==> src/rtl/reg_pipe_pkg.sv <==
// Shared limits and defaults for the reg_pipe valid/ready register pipeline.
package reg_pipe_pkg;

    localparam int unsigned WIDTH_MAX = 64;
    localparam int unsigned DEPTH_MAX = 16;

    localparam logic [WIDTH_MAX-1:0] RESET_VAL_DEFAULT = '0;

endpackage : reg_pipe_pkg

==> src/rtl/reg_pipe_stage.sv <==
// One pipeline stage: valid bit, load-enabled data register and stage ready.
module reg_pipe_stage
    import reg_pipe_pkg::*;
#(
    parameter int unsigned      WIDTH     = 8,
    parameter logic [WIDTH-1:0] RESET_VAL = WIDTH'(RESET_VAL_DEFAULT)
) (
    input  logic             clk_i,
    input  logic             nrst_i,
    input  logic             flush_i,
    input  logic             src_valid,
    input  logic [WIDTH-1:0] src_data,
    input  logic             next_ready,
    output logic             valid,
    output logic [WIDTH-1:0] data,
    output logic             ready_c
);

    // A stage can take new data if it is empty or its contents move on this cycle.
    assign ready_c = !valid || next_ready;

    always_ff @(posedge clk_i or negedge nrst_i) begin
        if (!nrst_i) begin
            valid <= 1'b0;
        end else if (flush_i) begin
            valid <= 1'b0;
        end else if (ready_c) begin
            valid <= src_valid;
        end
    end

    // Data only moves with a real word, so bubbles and flushes leave it untouched.
    always_ff @(posedge clk_i or negedge nrst_i) begin
        if (!nrst_i) begin
            data <= RESET_VAL;
        end else if (ready_c && src_valid && !flush_i) begin
            data <= src_data;
        end
    end

endmodule : reg_pipe_stage

==> src/rtl/reg_pipe.sv <==
// Valid/ready register pipeline of DEPTH stages with bubble collapse and flush.
module reg_pipe
    import reg_pipe_pkg::*;
#(
    parameter int unsigned      WIDTH     = 8,
    parameter int unsigned      DEPTH     = 4,
    parameter logic [WIDTH-1:0] RESET_VAL = WIDTH'(RESET_VAL_DEFAULT)
) (
    input  logic                       clk_i,
    input  logic                       nrst_i,
    input  logic                       flush_i,
    input  logic                       in_valid_i,
    output logic                       in_ready_o,
    input  logic [WIDTH-1:0]           in_data_i,
    output logic                       out_valid_o,
    input  logic                       out_ready_i,
    output logic [WIDTH-1:0]           out_data_o,
    output logic [$clog2(DEPTH+1)-1:0] occupancy_o
);

    localparam int unsigned OCC_W = $clog2(DEPTH + 1);

    if (WIDTH == 0 || WIDTH > WIDTH_MAX || DEPTH == 0 || DEPTH > DEPTH_MAX) begin : g_param_check
        $error("reg_pipe: WIDTH or DEPTH outside supported range");
    end

    logic [DEPTH-1:0] valid_q;
    logic [WIDTH-1:0] data_q [DEPTH];
    logic [OCC_W-1:0] occ;

    for (genvar k = 0; k < int'(DEPTH); k++) begin : g_stage
        logic             src_valid;
        logic [WIDTH-1:0] src_data;
        logic             nxt_rdy;
        logic             stg_rdy;

        if (k == 0) begin : g_src_in
            assign src_valid = in_valid_i;
            assign src_data  = in_data_i;
        end else begin : g_src_prev
            assign src_valid = valid_q[k-1];
            assign src_data  = data_q[k-1];
        end

        // Ready ripples from the output side back towards the input.
        if (k == int'(DEPTH) - 1) begin : g_last
            assign nxt_rdy = out_ready_i;
        end else begin : g_mid
            assign nxt_rdy = g_stage[k+1].stg_rdy;
        end

        reg_pipe_stage #(
            .WIDTH     (WIDTH),
            .RESET_VAL (RESET_VAL)
        ) u_stage (
            .clk_i      (clk_i),
            .nrst_i     (nrst_i),
            .flush_i    (flush_i),
            .src_valid  (src_valid),
            .src_data   (src_data),
            .next_ready (nxt_rdy),
            .valid      (valid_q[k]),
            .data       (data_q[k]),
            .ready_c    (stg_rdy)
        );
    end

    // Population count of the registered valid bits.
    always_comb begin
        occ = '0;
        for (int k = 0; k < int'(DEPTH); k++) begin
            occ = OCC_W'(occ + OCC_W'(valid_q[k]));
        end
    end

    assign in_ready_o  = g_stage[0].stg_rdy && !flush_i;
    assign out_valid_o = valid_q[DEPTH-1];
    assign out_data_o  = data_q[DEPTH-1];
    assign occupancy_o = occ;

endmodule : reg_pipe

==> config.mk <==
export PLATFORM = sky130hd
export DESIGN_NAME = reg_pipe
export DESIGN_NICKNAME = d
export VERILOG_FILES = /design/src/rtl/reg_pipe_pkg.sv /design/src/rtl/reg_pipe_stage.sv /design/src/rtl/reg_pipe.sv
export SDC_FILE = /design/constraint.sdc
export NUM_CORES = 1
export LEC_CHECK = 0
export BUFFER_PORTS_ARGS = -buffer_cell sky130_fd_sc_hd__buf_2
export CAP_MARGIN = 10
export CELL_PAD_IN_SITES_DETAIL_PLACEMENT = 0
export CELL_PAD_IN_SITES_GLOBAL_PLACEMENT = 1
export CORE_ASPECT_RATIO = 0.8
export CORE_MARGIN = 2
export CORE_UTILIZATION = 40
export CTS_BUF_LIST = sky130_fd_sc_hd__clkbuf_4 sky130_fd_sc_hd__clkbuf_8 sky130_fd_sc_hd__clkbuf_16
export DETAILED_ROUTE_END_ITERATION = 8
export MAX_ROUTING_LAYER = met4
export PLACE_DENSITY_LB_ADDON = 0.1
export SLEW_MARGIN = 10
export SYNTH_ARGS = -nofsm -noshare
export SYNTH_HDL_FRONTEND = slang
export SYNTH_SLANG_ARGS = --single-unit
==> constraint.sdc <==
create_clock -name clk_i -period 2.1 [get_ports clk_i]
set_input_delay 0.105 -clock clk_i [delete_from_list [all_inputs] [get_ports clk_i]]
set_output_delay 0.105 -clock clk_i [all_outputs]
set_load 0.01 [all_outputs]
==> impl_metrics.yaml <==
status:
  status: "finished, final reports clean"
synthesis:
  synthXorXnorAreaFrac_pct: 0
  syn_area_per_cell_um2: 15.3
  synth_compound_area_share_pct: 2.27
  synth-seq-area-share_pct: 60.7
  syn-num-nets: 113
  synth_simple_gate_area_share_pct: 4.04
  syn_inst: 97
  synthAdderAreaFrac_pct: 3.03
  synthesis.area_um2: 1490
  ys_warn_count: 0
  synth_mux_area_share_pct: 26.3
  synth-seq-cells: 36
  synth_top_family_by_area: "multiplexers"
  synthDistinctLibCells: 18
sta:
  max_slew_margin_pct: 48.6
  setup_viol: 0
  fin_tns_setup_ps: 0
  period_needed_ps: 2010
  tightest_slew_ps: 770
  setup_slack_ps: 92.0
  rsz0062_at_grt: "no"
  final_max_slew_viol_count: 0
  report.final.hold_viol_count: 0
  period_share_pct: 95.6
  fmax_mhz: 498
  fin_skew_ps: 3.79
worst_setup_path:
  cp.required_ps: 2000
  cp_data_arrival_time_ps: 1900
  cp_max_fo: 5
  worst_setup_path_end_kind: "output pin"
  start_kind: "flop"
  critPathKind: "reg -> out"
finish:
  final_util_pct: 49.5
  nFillCells: 321
  diodes: 0
  nets: 141
  drive_gt1_share_pct: 53.2
  area_growth_pct: 16.4
clock_tree:
  clk_pin_slew_ps: 60
  clk_latency_ps: 280
  cts.sinks: 36
  htree_levels: 2
  clock_path_buffers: 2
  clockRootBuffer: "clkbuf_8"
  tritoncts: "done"
  cts_buffers: 5
  cts_setup_buffers: 0
global_route:
  grt_pass1_wl_um: 3640
  grt_max_degree: 37
  overflow: 0
  track_usage_pct: 12.0
  grt_pass1_vias: 771
  antenna_found_initial: 0
floorplanning:
  pin_count: 26
  fp.dieArea_um2: 4220
  placementRows: 19
  fp.dieW_um: 72.1
  coreArea_um2: 3490
  start_util_pct: 42.5
  chipHeight_um: 58.5
routing:
  drtIter0Drc: 24
  wl_per_cell_um: 12.5
  routed_wl_um: 2100
  vias_per_cell: 4.62
  vias: 776
  first_pass_iters: 4
  ant_nets: 0
  drc_errors: 0
power_and_ir_drop:
  power.total_uw: 1810
  leakage_uw: 0.000872
  p_per_area_nw_per_um2: 1050
  ir_drop_v: 0.000427
run:
  drv_cap: 0
placement:
  routabilityCongestion: 0.683
  io_buffers: 25
  hpwl_um: 1530
  place_ws_ps: 386
worst_hold_path:
  hp-class: "in -> reg"
==> placed cells by master, fill, tap and decap left out <==
cell / instances
or3b_1: 1
ha_1: 2
and4b_1: 1
inv_1: 5
dlygate4sd3_1: 1
a21oi_1: 3
a211o_2: 1
dfrtp_1: 36
mux2_4: 8
nor2b_1: 1
mux2_2: 24
fa_1: 1
or3_1: 1
nor2_1: 6
buf_2: 25
clkbuf_8: 6
nand2b_1: 1
a21oi_2: 1
clkinv_2: 2
==> cells by family after synthesis <==
logic type / Yosys count
adders and majority gates: 3
DFF: 36
and+or+nand+nor: 11
AOI/OAI and AO/OA: 5
muxes: 32
buffers and inverters: 10
==> cells in the mapped netlist <==
master    number  area [µm²]
fa_1           1        20.0
mux2_4         8         120
nor2_1         6        22.5
and4b_1        1        10.0
ha_1           2        25.0
inv_1          5        18.8
nand2b_1       1        6.26
a211o_2        1        10.0
a21oi_2        1        8.76
or3_1          1        6.26
mux2_2        24         270
clkbuf_1       1        3.75
buf_6          2        22.5
buf_2          2        10.0
or3b_1         1        8.76
nor2b_1        1        6.26
a21oi_1        3        15.0
dfrtp_1       36         901
==> critical path, stage by stage, from the launching register on <==
cell and delay, ps:
dfrtp_1 420, inv_1 110, fa_1 500, inv_1 40, ha_1 170, ha_1 260, buf_2 140
==> metal layers <==
layer / wire length, µm / GRT usage [%] / vias up
met3: 117 / 4.62 / 4
li1: - / - / 386
met1: 1120 / 16.4 / 366
met4: 31 / 5.66 / 0
met5: 0 / - / -
met2: 833 / 15.5 / 20
==> per-stage QoR <==
| stage | hold WS, ps | instances | instance area (µm²) |
|---|---|---|---|
| after global routing | 51.7 | 168 | 1730 |
| after detailed placement | 231 | 159 | 1630 |
| after floorplan | -191 | 97 | 1490 |
| after global placement | 215 | 159 | 1630 |
| after CTS | 44.6 | 168 | 1730 |
| final | 57.1 | 168 | 1730 |
==> where the power goes <==
part | switching [µW] | leakage, µW | internal, µW
Sequential | 97.5 | 0.000445 | 884
Combinational | 124 | 0.000377 | 221
Clock | 224 | 0.0000510 | 261
==> cell type report <==
class,instances,area (µm²),share of cell area [%]
timing repair buffer,26,135,7.81
inverter,5,18.8,1.09
clock buffer,6,82.6,4.78
multi-input combinational,51,529,30.6
sequential,36,901,52.1
clock inverter,2,10.0,0.579
tap,42,52.6,3.04
==> repair_timing <==
action                                 in CTS  in global routing
hold buffers                                1                  0
endpoints found under the hold margin      36                  0
gates resized for setup                     0                  0
==> state kept, by name, indices dropped and copies added, names as in the netlist <==
register and count:
g_stage.u_stage.data 32, g_stage.u_stage.valid 4
==> path summary, 6_finish.rpt <==
kind	start	to	cells after the start	slack [ps]
min reg2reg	g_stage[3].u_stage.data[4]	g_stage[3].u_stage.data[4]	1	500
min in group asynchronous	nrst_i	g_stage[0].u_stage.data[7]	2	440
max	g_stage[0].u_stage.valid	occupancy_o[1]	6	90
max reg2reg	g_stage[2].u_stage.valid	g_stage[1].u_stage.data[6]	3	380
max in group asynchronous	nrst_i	g_stage[1].u_stage.data[5]	2	1180
min	in_data_i[1]	g_stage[0].u_stage.data[1]	2	60
(Power assumes the default switching activity.)
